===== config.mk =====
export PLATFORM = sky130hd
export DESIGN_NAME = iter_st_lanes
export DESIGN_NICKNAME = d
export VERILOG_FILES = /design/src/rtl/iter_st_lanes.sv
export SDC_FILE = /design/constraint.sdc
export NUM_CORES = 1
export LEC_CHECK = 0
export ABC_AREA = 1
export CAP_MARGIN = 20
export CORE_MARGIN = 2
export CORE_UTILIZATION = 55
export CTS_CLUSTER_DIAMETER = 120
export DETAILED_ROUTE_END_ITERATION = 8
export HOLD_SLACK_MARGIN = 0.1
export PLACE_DENSITY = 0.83
export SYNTH_ARGS = -nofsm -noshare
export SYNTH_HDL_FRONTEND = slang
export SYNTH_SLANG_ARGS = --single-unit

===== constraint.sdc =====
create_clock -name clk -period 5 [get_ports clk]
set_input_delay 1.5 -clock clk [delete_from_list [all_inputs] [get_ports clk]]
set_output_delay 1.5 -clock clk [all_outputs]
set_load 0.05 [all_outputs]

===== src/rtl/iter_st_lanes.sv =====
// iter_st_lanes
//   Multi-lane iterated-state accumulator. Each of LANES independent WIDTH-bit
//   lanes is advanced once per accepted beat by a mode-selected step function
//   (XOR / ADD / SUB / LOAD). Beats are grouped into frames of DEPTH beats; the
//   last beat of a frame raises out_last and every lane reloads to INIT. The
//   post-step lane values appear one cycle after the beat.
//
// Ports
//   clk       : clock, rising-edge active
//   rst       : asynchronous active-high reset
//   in_valid  : beat present this cycle
//   in_data   : lane i at bits [i*WIDTH +: WIDTH]
//   mode      : 0 XOR, 1 ADD, 2 SUB, 3 LOAD (sampled per beat)
//   clear     : synchronous frame abort; wins over in_valid, beat is dropped
//   out_valid : out_data / out_ovf carry a new result this cycle
//   out_data  : post-step state of each lane
//   out_ovf   : sticky per-lane carry/borrow within the current frame
//   out_last  : asserted with the output of the final beat of a frame
module iter_st_lanes #(
  parameter int              WIDTH = 8,
  parameter int              LANES = 2,
  parameter int              DEPTH = 4,
  parameter logic [WIDTH-1:0] INIT = '0
) (
  input  logic                   clk,
  input  logic                   rst,
  input  logic                   in_valid,
  input  logic [LANES*WIDTH-1:0] in_data,
  input  logic [1:0]             mode,
  input  logic                   clear,
  output logic                   out_valid,
  output logic [LANES*WIDTH-1:0] out_data,
  output logic [LANES-1:0]       out_ovf,
  output logic                   out_last
);

  localparam int            CW       = (DEPTH > 1) ? $clog2(DEPTH) : 1;
  localparam logic [CW-1:0] LAST_CNT = CW'(DEPTH - 1);

  // Returns {carry_or_borrow, next_state} for one lane.
  function automatic logic [WIDTH:0] step_f(input logic [1:0]       m,
                                            input logic [WIDTH-1:0] a,
                                            input logic [WIDTH-1:0] b);
    logic [WIDTH:0] r;
    case (m)
      2'd0:    r = {1'b0, a ^ b};
      2'd1:    r = {1'b0, a} + {1'b0, b};
      // Widened subtraction: the top bit is set exactly when a < b.
      2'd2:    r = {1'b0, a} - {1'b0, b};
      2'd3:    r = {1'b0, b};
      default: r = '0;
    endcase
    return r;
  endfunction

  logic [WIDTH-1:0]       acc_r [LANES];
  logic [CW-1:0]          cnt_r;
  logic [LANES-1:0]       ovf_r;

  logic [WIDTH:0]         step_s;
  logic [LANES*WIDTH-1:0] next_s;
  logic [LANES-1:0]       carry_s;
  logic [LANES-1:0]       ovf_base_s;
  logic [LANES-1:0]       ovf_next_s;
  logic                   last_s;

  // Per-lane step evaluation on the current state and incoming beat.
  always_comb begin
    step_s  = '0;
    next_s  = '0;
    carry_s = '0;
    for (int i = 0; i < LANES; i++) begin
      step_s                     = step_f(mode, acc_r[i], in_data[i*WIDTH +: WIDTH]);
      next_s[i*WIDTH +: WIDTH]   = step_s[WIDTH-1:0];
      carry_s[i]                 = step_s[WIDTH];
    end
  end

  // Frame position and sticky overflow; the first beat of a frame starts clean.
  always_comb begin
    ovf_base_s = '0;
    if (cnt_r == '0) begin
      ovf_base_s = '0;
    end else begin
      ovf_base_s = ovf_r;
    end
    ovf_next_s = ovf_base_s | carry_s;
    last_s     = (cnt_r == LAST_CNT);
  end

  // Lane state: reload on reset/clear/frame end, otherwise take the step result.
  always_ff @(posedge clk or posedge rst) begin
    if (rst) begin
      for (int i = 0; i < LANES; i++) acc_r[i] <= INIT;
    end else if (clear) begin
      for (int i = 0; i < LANES; i++) acc_r[i] <= INIT;
    end else if (in_valid) begin
      for (int i = 0; i < LANES; i++) begin
        if (last_s) begin
          acc_r[i] <= INIT;
        end else begin
          acc_r[i] <= next_s[i*WIDTH +: WIDTH];
        end
      end
    end else begin
      for (int i = 0; i < LANES; i++) acc_r[i] <= acc_r[i];
    end
  end

  // Beat counter and frame-local overflow tracking.
  always_ff @(posedge clk or posedge rst) begin
    if (rst) begin
      cnt_r <= '0;
      ovf_r <= '0;
    end else if (clear) begin
      cnt_r <= '0;
      ovf_r <= '0;
    end else if (in_valid) begin
      ovf_r <= ovf_next_s;
      if (last_s) begin
        cnt_r <= '0;
      end else begin
        cnt_r <= cnt_r + CW'(1);
      end
    end else begin
      cnt_r <= cnt_r;
      ovf_r <= ovf_r;
    end
  end

  // Registered outputs; data and overflow hold while no new beat is produced.
  always_ff @(posedge clk or posedge rst) begin
    if (rst) begin
      out_valid <= 1'b0;
      out_last  <= 1'b0;
      out_data  <= '0;
      out_ovf   <= '0;
    end else if (clear) begin
      out_valid <= 1'b0;
      out_last  <= 1'b0;
    end else if (in_valid) begin
      out_valid <= 1'b1;
      out_last  <= last_s;
      out_data  <= next_s;
      out_ovf   <= ovf_next_s;
    end else begin
      out_valid <= 1'b0;
      out_last  <= 1'b0;
    end
  end

endmodule

==> results of run 1 <==
[final cells by class]
type | instances | area, um2 | area share
clock inverters | 1 | 7.51 | 0.00202
inverters | 74 | 278 | 0.0747
clock buffers | 7 | 86.3 | 0.0232
well taps | 72 | 90.1 | 0.0242
flip-flops and latches | 40 | 1000 | 0.269
repair buffers | 44 | 433 | 0.116
multi-input cells | 340 | 1820 | 0.490
[cells in the final DEF (no fill, tap or decap), types with 4 or more instances in the layout]
cell type / n
nand2_1: 158
inv_1: 70
clkdlybuf4s50_1: 41
dfrtp_1: 40
nand3_1: 31
nor2_1: 27
ha_1: 23
o21ai_0: 16
o21ai_1: 15
xor2_1: 13
a21oi_1: 12
o22ai_1: 6
clkbuf_8: 6
inv_2: 4
nand3b_1: 4
[power by group through the flow]
| stage | clock network, mW | registers (mW) | logic (mW) |
|---|---|---|---|
| global route | 0.246 | 0.401 | 0.545 |
| global placement | 0 | 0.402 | 0.479 |
| floorplan | 0 | 0.496 | 0.248 |
| CTS | 0.232 | 0.396 | 0.492 |
| detailed placement | 0 | 0.402 | 0.488 |
| finish | 0.232 | 0.397 | 0.494 |
[metal layers]
layer  track usage  routed length (um)
met1         0.377                3690
met2         0.428                3660
met3        0.0588                 653
met4         0.108                 183
met5             0                   0
[state kept, by name (all words and copies together) (netlist names)]
| register | cells |
|---|---|
| ovf_r | 2 |
| out_last | 1 |
| out_ovf | 2 |
| acc_r | 16 |
| out_data | 16 |
| cnt_r | 2 |
| out_valid | 1 |
[critical path, stage by stage]
cell and delay, ps:
clkdlybuf4s50_1 430, inv_1 90, ha_1 390, inv_2 150, nand2_1 120, xor2_1 150, inv_1 60, ha_1 330
or2_4 290, nand3_2 70, nand2_1 80, nand2_1 70, nand2_1 50, o21bai_1 150, nand2_1 110, nand2_1 70
[kinds of logic (layout without fill, tap and decap cells)]
logic type | count (synthesis) | after routing | synth area share
and+or+nand+nor | 237 | 237 | 0.315
xor gates and xnor gates | 14 | 14 | 0.0387
adders and majority gates | 25 | 25 | 0.103
DFF | 40 | 40 | 0.316
buffers and inverters | 85 | 126 | 0.110
AOI/OAI and AO/OA | 64 | 64 | 0.117
[metrics by stage]
stage | hold WS, ps | std cells | setup slack (ps) | total power, mW | util
4_1_cts | 485 | 578 | 1150 | 1.12 | 0.671
6_report | 482 | 578 | 1130 | 1.12 | 0.671
2_1_floorplan | 449 | 465 | 1690 | 0.744 | -
3_3_place_gp | 462 | 570 | 926 | 0.881 | 0.654
3_5_place_dp | 464 | 570 | 863 | 0.890 | 0.654
5_1_grt | 496 | 578 | 836 | 1.19 | 0.671
[worst max path at each step]
stage	start	endpoint	slack (ps)	cells past startpoint
finish	mode[0]	out_ovf[0]$_DFFE_PP0P_	1130	16
global route	mode[0]	acc_r[7]$_DFFE_PP0P_	840	17
global placement	mode[1]	out_ovf[0]$_DFFE_PP0P_	930	15
detailed placement	mode[0]	out_ovf[0]$_DFFE_PP0P_	860	16
floorplan	in_data[0]	acc_r[15]$_DFFE_PP0P_	1690	15
CTS	mode[0]	ovf_r[0]$_DFFE_PP0P_	1150	16
==> impl_results.md, run 1 <==
- Final Cell Area: between 0.003 and 0.004 mm2
- First-pass GRT wire length: 13.6 mm
- Area grow syn2layout: 17.2%
- CP startpoint kind: primary input
- Max Cap Viol: 0
- Die height: around 80 um
- CTS max path bufs: 2
- R2R Setup Slk: between 3000 and 4000 ps
- Final setup fails: 0
- GRT Resource Usage Total: 0.276
- CP Max Fanout: 10
- Full die area: 0.00639 mm2
- Top post-synthesis cells by count: nand2_1, inv_1, dfrtp_1
- Root Driver: clkbuf_8
- Synth top area cells: dfrtp_1, nand2_1, ha_1, inv_1, nand3_1
- Area of the mapped netlist: ~0.0032 mm2
- Yosys warns: 0
- Switching Share: 0.416
- Routed wire length: ~8.2 mm
- I/O pin total: 42
- Main synth FF type: dfrtp_1
- # DRC: 0
- CTS H-tree depth: 2
- Share of cells above drive strength 1: 0.0613
- Clock power frac: 0.206
- Period Utilization, post-route: 0.774
- Reg-to-Reg End: acc_r[6]$_DFFE_PP0P_
- DIE WIDTH: ~80 um
- Final nets: 552
- CTS tree: yes
- Clock skew: between 4 and 5 ps
- GRT overflow: 0
- Routability cong.: between 0.9 and 1
- Post-DP HPWL: ~6.3 mm
- Clock sink total: 40
- Leakage: ~2.0 nW
- Post-CTS Hold Fix Bufs: 0
- Vias in the first global route: roughly 3000
- Worst hold endpoint: out_data[11]$_DFFE_PP0P_
- Status: completed
- Post-layout min period: roughly 3900 ps
- Crit path DAT: approximately 4100 ps
- Sequential share of the synthesized area: 0.316
- Seq cells post-synth: 40
- Share of the synthesized area in the top cell type: 0.316
- Seq pwr share: 0.354
- Mapped Avg Cell Area: 6.82 um2
- Syn nets: about 510
- Hold Path Stages: 2
- Setup TNS: 0 ps
- Max Freq: roughly 260 MHz
- Remaining antenna violation count: 0
- Critical Path RT: around 5200 ps
- TritonCTS buffer count: 5
- Antenna violations before repair: 0
- Max-slew violation count: 0
- Slew @ Worst Pin: about 700 ps
- DR WL/cell: between 10 and 15 um
- Largest net degree at the start of global routing: a little over 40
- RR Startpoint: acc_r[0]$_DFFE_PP0P_
- Synth Instances: approximately 470
- Psw: approximately 470 uW
- Worst Hold Class: reg2reg
- CTS-repair resized insts: 0
- DR iter-0 viols: 240
- DP Area: ~0.0036 mm2
- Int Power: ~650 uW
- Synth cell types: 36
- Initial Utilization: 0.572
- Clk slew on worst S/H paths: 80 ps
- CP Capture Type: register
- Antenna cells: 0
- EDFF count, synth: 0
- Most frequent cell after synthesis: nand2_1
- Via count: around 3100
- Num rows: 27
- Post-CTS Setup Bufs: 0
- Largest area contributor in the synthesized netlist: dfrtp_1
- RSZ-0062 raised after global routing: false
- Worst hold start: out_data[11]$_DFFE_PP0P_
- Fraction of registers with async set/reset: 1.00
- Fillers: between 500 and 600
- FF-to-FF path depth: 13
- Comb power frac: 0.440
- Worst VDD drop: between 0.2 and 0.25 mV
- CP Class: in2reg
- Vias/cell: 5.37
- Power per cell area: about 300 mW/mm2
- Hold Vio Cnt, Final: 0
- Port buffer count: 41
- Clk Latency, worst-skew pair: 300 ps
- Core area: ~0.0055 mm2
- First-pass DRT Iterations: 4
- Slew HR: 0.546
Note: power is estimated with default switching activity, not from simulation.
==> run 2, diff against run 1 <==
CORE_UTILIZATION = 51   (was 55)
PLACE_DENSITY = 0.81   (was 0.83)
clock period = 3.23 ns   (was 5 ns; I/O delays follow)
==> run 2 against run 1 <==
Net effect:
- power up 64%
- combinational power up 76%
- final area up 12%
- non-clock buffer count up 39
- critical path depth down 2
- die area up 7.4%
- first-iteration DRC count up 18%
- routed wire length up 11%
- critical path type unchanged
- critical endpoint is now acc_r[12]$_DFFE_PP0P_
- largest cell class unchanged
- largest power group unchanged
==> impl_results.md, run 2 (synthesized netlist as in run 1, its figures left out) <==
- Status: completed
- DP Area: approximately 0.004 mm2
- Top sig layer: met4
- CTS max path bufs: 2
- CP Capture Type: register
- Core area: ~0.0060 mm2
- Worst VDD drop: 0.317 mV
- Max Freq: 324 MHz
- Post-layout min period: approximately 3100 ps
- Remaining antenna violation count: 0
- GRT overflow: 0
- Cell Count Post-Placement: between 600 and 700
- Critical Path RT: about 3400 ps
- Post-DP HPWL: approximately 6.7 mm
- Antenna cells: 0
- CP max stage cell: clkdlybuf4s50_1
- Vias/cell: about 5.4
- First-pass GRT wire length: 14.8 mm
- Most frequent cells in the layout: nand2_1, inv_1, buf_4
- Cell Chain, Critical Path: clkdlybuf4s50_1 > inv_2 > ha_4 > inv_6 > nand2_1 > xor2_1 > inv_1 > ha_1 > or2_4 > a21oi_1 > nand3b_1 > nand2_1 > nand3_1 > nand2_1
- Clk slew on worst S/H paths: roughly 80 ps
- Clk Latency, worst-skew pair: ~290 ps
- Period Utilization, post-route: 0.955
- Port buffer count: 41
- CP Max Fanout: 7
- TritonCTS buffer count: 5
- Root Driver: clkbuf_8
- Leakage: roughly 2.2 nW
- Most common cell after layout, fill and taps aside: nand2_1
- Met3 Routed Length: roughly 660 um
- Hold Vio Cnt, Final: 0
- Max-slew violation count: 0
- Via count: 3371
- CP startpoint kind: primary input
- Initial Utilization: 0.533
- CTS H-tree depth: 2
- Clock sink total: 40
- RSZ-0062 raised after global routing: true
- Final nets: between 500 and 600
- Top flop regs: acc_r x16, out_data x16
- Max Cap Viol: 0
- CTS tree: yes
- Worst Hold Class: reg2reg
- CP Class: in2reg
- Met2 routed WL: about 4.2 mm
- Max incr delay on CP: just under 500 ps
- Final Util: 0.697
- Num rows: 28
- Full die area: 0.00687 mm2
- DR iter-0 viols: roughly 280
- Vias in the first global route: 3200
- Post-CTS Hold Fix Bufs: 0
- Slew @ Worst Pin: slightly above 500 ps
- Final setup fails: 0
- Largest net degree at the start of global routing: about 40
- Share of cells above drive strength 1: 0.169
- Crit path DAT: roughly 3300 ps
- Die height: a little over 80 um
- Antenna violations before repair: 0
- Area grow syn2layout: 31.0%
- First-pass DRT Iterations: 5
- Fillers: 500
- Slew HR: 0.657
- Clock skew: 3.00 ps
- Final non-filler cell total: slightly above 600
- Setup TNS: 0 ps
- DIE WIDTH: 82.9 um
- GRT Resource Usage Total: 0.263
- Power per cell area: approximately 440 mW/mm2
- DR WL/cell: ~15 um
- # DRC: 0
- Routability cong.: 0.961
- I/O pin total: 42
- Most used cell, CP: nand2_1
- WL met1: a little under 4 mm
- Final Cell Area: 0.00415 mm2
- Routed wire length: between 9 and 10 mm
-- run 2: final cells by class --
| class | count | area (um2) | share of cell area |
|---|---|---|---|
| repair buffers | 83 | 733 | 0.177 |
| well taps | 75 | 93.8 | 0.0226 |
| inverters | 74 | 283 | 0.0681 |
| clock inverters | 1 | 7.51 | 0.00181 |
| multi-input cells | 340 | 1950 | 0.469 |
| clock buffers | 7 | 86.3 | 0.0208 |
| flip-flops and latches | 40 | 1000 | 0.241 |
-- run 2: through the flow --
| stage | setup slack [ps] | power (mW) | hold WS (ps) |
|---|---|---|---|
| 6_report | 144 | 1.84 | 488 |
| 5_1_grt | -34.4 | 1.95 | 508 |
| 4_1_cts | 23.2 | 1.80 | 487 |
| 3_5_place_dp | -329 | 1.44 | 465 |
| 3_3_place_gp | -266 | 1.41 | 462 |
| 2_1_floorplan | 453 | 1.15 | 449 |
-- run 2: worst paths after layout --
kind                            slack (ps)  depth (start not counted)                        to                      from
min in group asynchronous             1090                          3   out_data[4]$_DFFE_PP0P_                       rst
worst max-delay path                   140                         14     acc_r[12]$_DFFE_PP0P_                   mode[0]
worst min register to register         490                          2  out_data[10]$_DFFE_PP0P_  out_data[10]$_DFFE_PP0P_
worst max register to register        1340                         11     acc_r[12]$_DFFE_PP0P_      acc_r[8]$_DFFE_PP0P_
worst min-delay path                   490                          2  out_data[10]$_DFFE_PP0P_  out_data[10]$_DFFE_PP0P_
max in group asynchronous             1790                          3  out_data[11]$_DFFE_PP0P_                       rst
-- run 2: what timing repair did --
| item | 4_1_cts | 5_1_grt |
|---|---|---|
| endpoints found under the setup margin | 6 | 24 |
| setup buffers | 2 | 0 |
| pin swaps | 0 | 11 |
| gates resized for setup | 1 | 29 |
-- run 2: critical path: cells and delay by family --
| family | cells | cell delay, ps |
|---|---|---|
| buf+inv | 4 | 690 |
| simple gates | 6 | 780 |
| xor+xnor | 1 | 160 |
| compound gates | 1 | 140 |
| fa+ha+maj | 2 | 520 |
-- run 2: routing by layer --
layer,up-vias,GRT usage
met3,42,0.0606
li1,1627,-
met2,156,0.415
met4,0,0.113
met5,-,0
met1,1546,0.347
-- run 2: where the power goes --
group          total, mW  internal (mW)  switching (mW)
combinational      0.867          0.342           0.525
sequential         0.616          0.566          0.0509
clock              0.356          0.174           0.183
total               1.84           1.08           0.758
==> run 3, diff against run 2 <==
ABC_CLOCK_PERIOD_IN_PS = 3230   (was unset)
CORE_MARGIN = unset   (was 2)
GPL_TIMING_DRIVEN = 0   (was unset)
==> run 3 against run 2 <==
Net effect:
- routed wire length shrank 4.4%
- final area shrank 4.2%
- sequential power is essentially flat
- maximum frequency shrank 0.58%
- utilization shrank 2.9 points
- first-iteration DRC count shrank 4.6%
- hold slack gained 0.61 ps
- sequential share of layout area grew 1.0 points
- combinational power shrank 4.4%
- largest cell class unchanged
==> impl_results.md, run 3 (synthesized netlist as in run 1, its figures left out) <==
- GRT overflow: 0
- Power, Total: 1.77 mW
- Worst VDD drop: between 0.3 and 0.4 mV
- Hold WS: about 490 ps
- Most common cell after layout, fill and taps aside: nand2_1
- Slew @ Worst Pin: 846 ps
- # DRC: 0
- Clock skew: 8.73 ps
- Buffer and inverter count on the worst path: 2
- Port buffer count: 40
- Antenna violations before repair: 0
- Vias in the first global route: roughly 3100
- Routed wire length: 8.72 mm
- Max incr delay on CP: about 530 ps
- Post-DP HPWL: about 6.5 mm
- Leakage: 2.12 nW
- Cell Count Post-Placement: a little under 600
- First-pass GRT wire length: roughly 14 mm
- Period Utilization, post-route: 0.961
- Vias/cell: between 5 and 6
- Status: completed
- I/O pin total: 42
- Worst hold start: out_data[7]$_DFFE_PP0P_
- DR iter-0 viols: between 200 and 300
- Final non-filler cell total: 590
- CP Max Fanout: 5
- Top flop regs: acc_r x16, out_data x16
- Core area: approximately 0.0060 mm2
- GRT Resource Usage Total: 0.285
- Post-layout min period: ~3100 ps
- Critical path launch point: in_data[13]
- Setup ws final: 126 ps
- CTS tree: yes
- CP Class: in2reg
- Most frequent cells in the layout: nand2_1, inv_1, dfrtp_1
- Setup TNS: 0 ps
- Max Freq: ~320 MHz
- Post-CTS Hold Fix Bufs: 0
- Final nets: roughly 560
- Critical Path RT: about 3400 ps
- Area grow syn2layout: 25.5%
- Clock sink total: 40
- Final setup fails: 0
- Max Cap Viol: 0
- CTS H-tree depth: 2
- Final Util: 0.668
- Power per cell area: between 400 and 500 mW/mm2
- Full die area: approximately 0.0065 mm2
- Hold Vio Cnt, Final: 0
- First-pass DRT Iterations: 5
- Place WS: -369 ps
- Remaining antenna violation count: 0
- DR WL/cell: between 10 and 15 um
- Crit path DAT: ~3300 ps
- Seq pwr share: 0.348
- Clock power frac: 0.183
- Routability cong.: about 0.9
- Via count: about 3200
- Slew HR: 0.435
- TritonCTS buffer count: 5
- Psw: roughly 740 uW
- Switching Share: 0.421
- Initial Utilization: 0.533
- Delay-heaviest family, CP: simple AND/OR/NAND/NOR gates
- Worst Hold Class: reg2reg
- Most used cell, CP: nand2_1
- Antenna cells: 0
- CTS max path bufs: 2
- Cell Chain, Critical Path: clkdlybuf4s50_1 > nor3_4 > nand3_1 > nand2_1 > xor2_1 > inv_1 > ha_4 > nand2_1 > nor2_1 > nand3_1 > nand2_1 > nand2_1 > nand3_1 > nand2_1 > nand3_1 > nand2_1
- Clk slew on worst S/H paths: ~80 ps
- DP Area: between 0.003 and 0.004 mm2
- Largest net degree at the start of global routing: roughly 40
- Root Driver: clkbuf_8
- CP Capture Type: register
- CP max stage cell: clkdlybuf4s50_1
- Max-slew violation count: 0
- Share of cells above drive strength 1: 0.132
- Int Power: just over 1 mW
- Clk Latency, worst-skew pair: slightly below 300 ps
- CP startpoint kind: primary input
- Num rows: 28
- Comb power frac: 0.469
- Die height: between 80 and 90 um
- Final Cell Area: ~0.004 mm2
- RR Startpoint: acc_r[8]$_DFFE_PP0P_
- DIE WIDTH: between 80 and 90 um
## run 3: worst paths after layout
path,endpoint,slack [ps],cells after the start
min,out_data[7]$_DFFE_PP0P_,490,2
min reg2reg,out_data[7]$_DFFE_PP0P_,490,2
max,acc_r[7]$_DFFE_PP0P_,130,16
max reg2reg,out_data[6]$_DFFE_PP0P_,1340,13
max in group asynchronous,acc_r[10]$_DFFE_PP0P_,1540,2
min in group asynchronous,acc_r[8]$_DFFE_PP0P_,1170,2
## run 3: worst min-delay path: stages (launching register included)
cell,delay (ps)
dfrtp_1,360
nand2_1,50
nand2_1,50
## run 3: cell type report
type / count / area, um2
sequential: 40 / 1000
clock buffer: 6 / 72.6
buffer: 11 / 82.6
fill: 541 / 1970
inverter: 74 / 285
tap: 75 / 93.8
multi-input combinational: 340 / 2010
timing repair buffer: 43 / 433
clock inverter: 1 / 5.00
## run 3: layer usage
| metal | vias to the layer above | routed length [um] | GRT usage |
|---|---|---|---|
| met5 | - | 0 | 0 |
| met4 | 0 | 184 | 0.107 |
| met3 | 18 | 511 | 0.0427 |
| met2 | 123 | 4270 | 0.471 |
| met1 | 1536 | 3750 | 0.375 |
| li1 | 1568 | - | - |
## run 3: power groups by stage
stage	combinational, mW	sequential [mW]	clock [mW]
6_report	0.829	0.615	0.323
5_1_grt	0.908	0.623	0.346
4_1_cts	0.774	0.611	0.324
3_5_place_dp	0.762	0.620	0
3_3_place_gp	0.741	0.617	0
2_1_floorplan	0.383	0.768	0
## run 3: repair_timing
item                                   in CTS  in global routing
resized for setup                           8                 39
cloned                                      0                  1
setup buffers                               0                  2
setup endpoints to repair                  12                 26
endpoints found under the hold margin       0                  0
pin swaps                                   0                 12
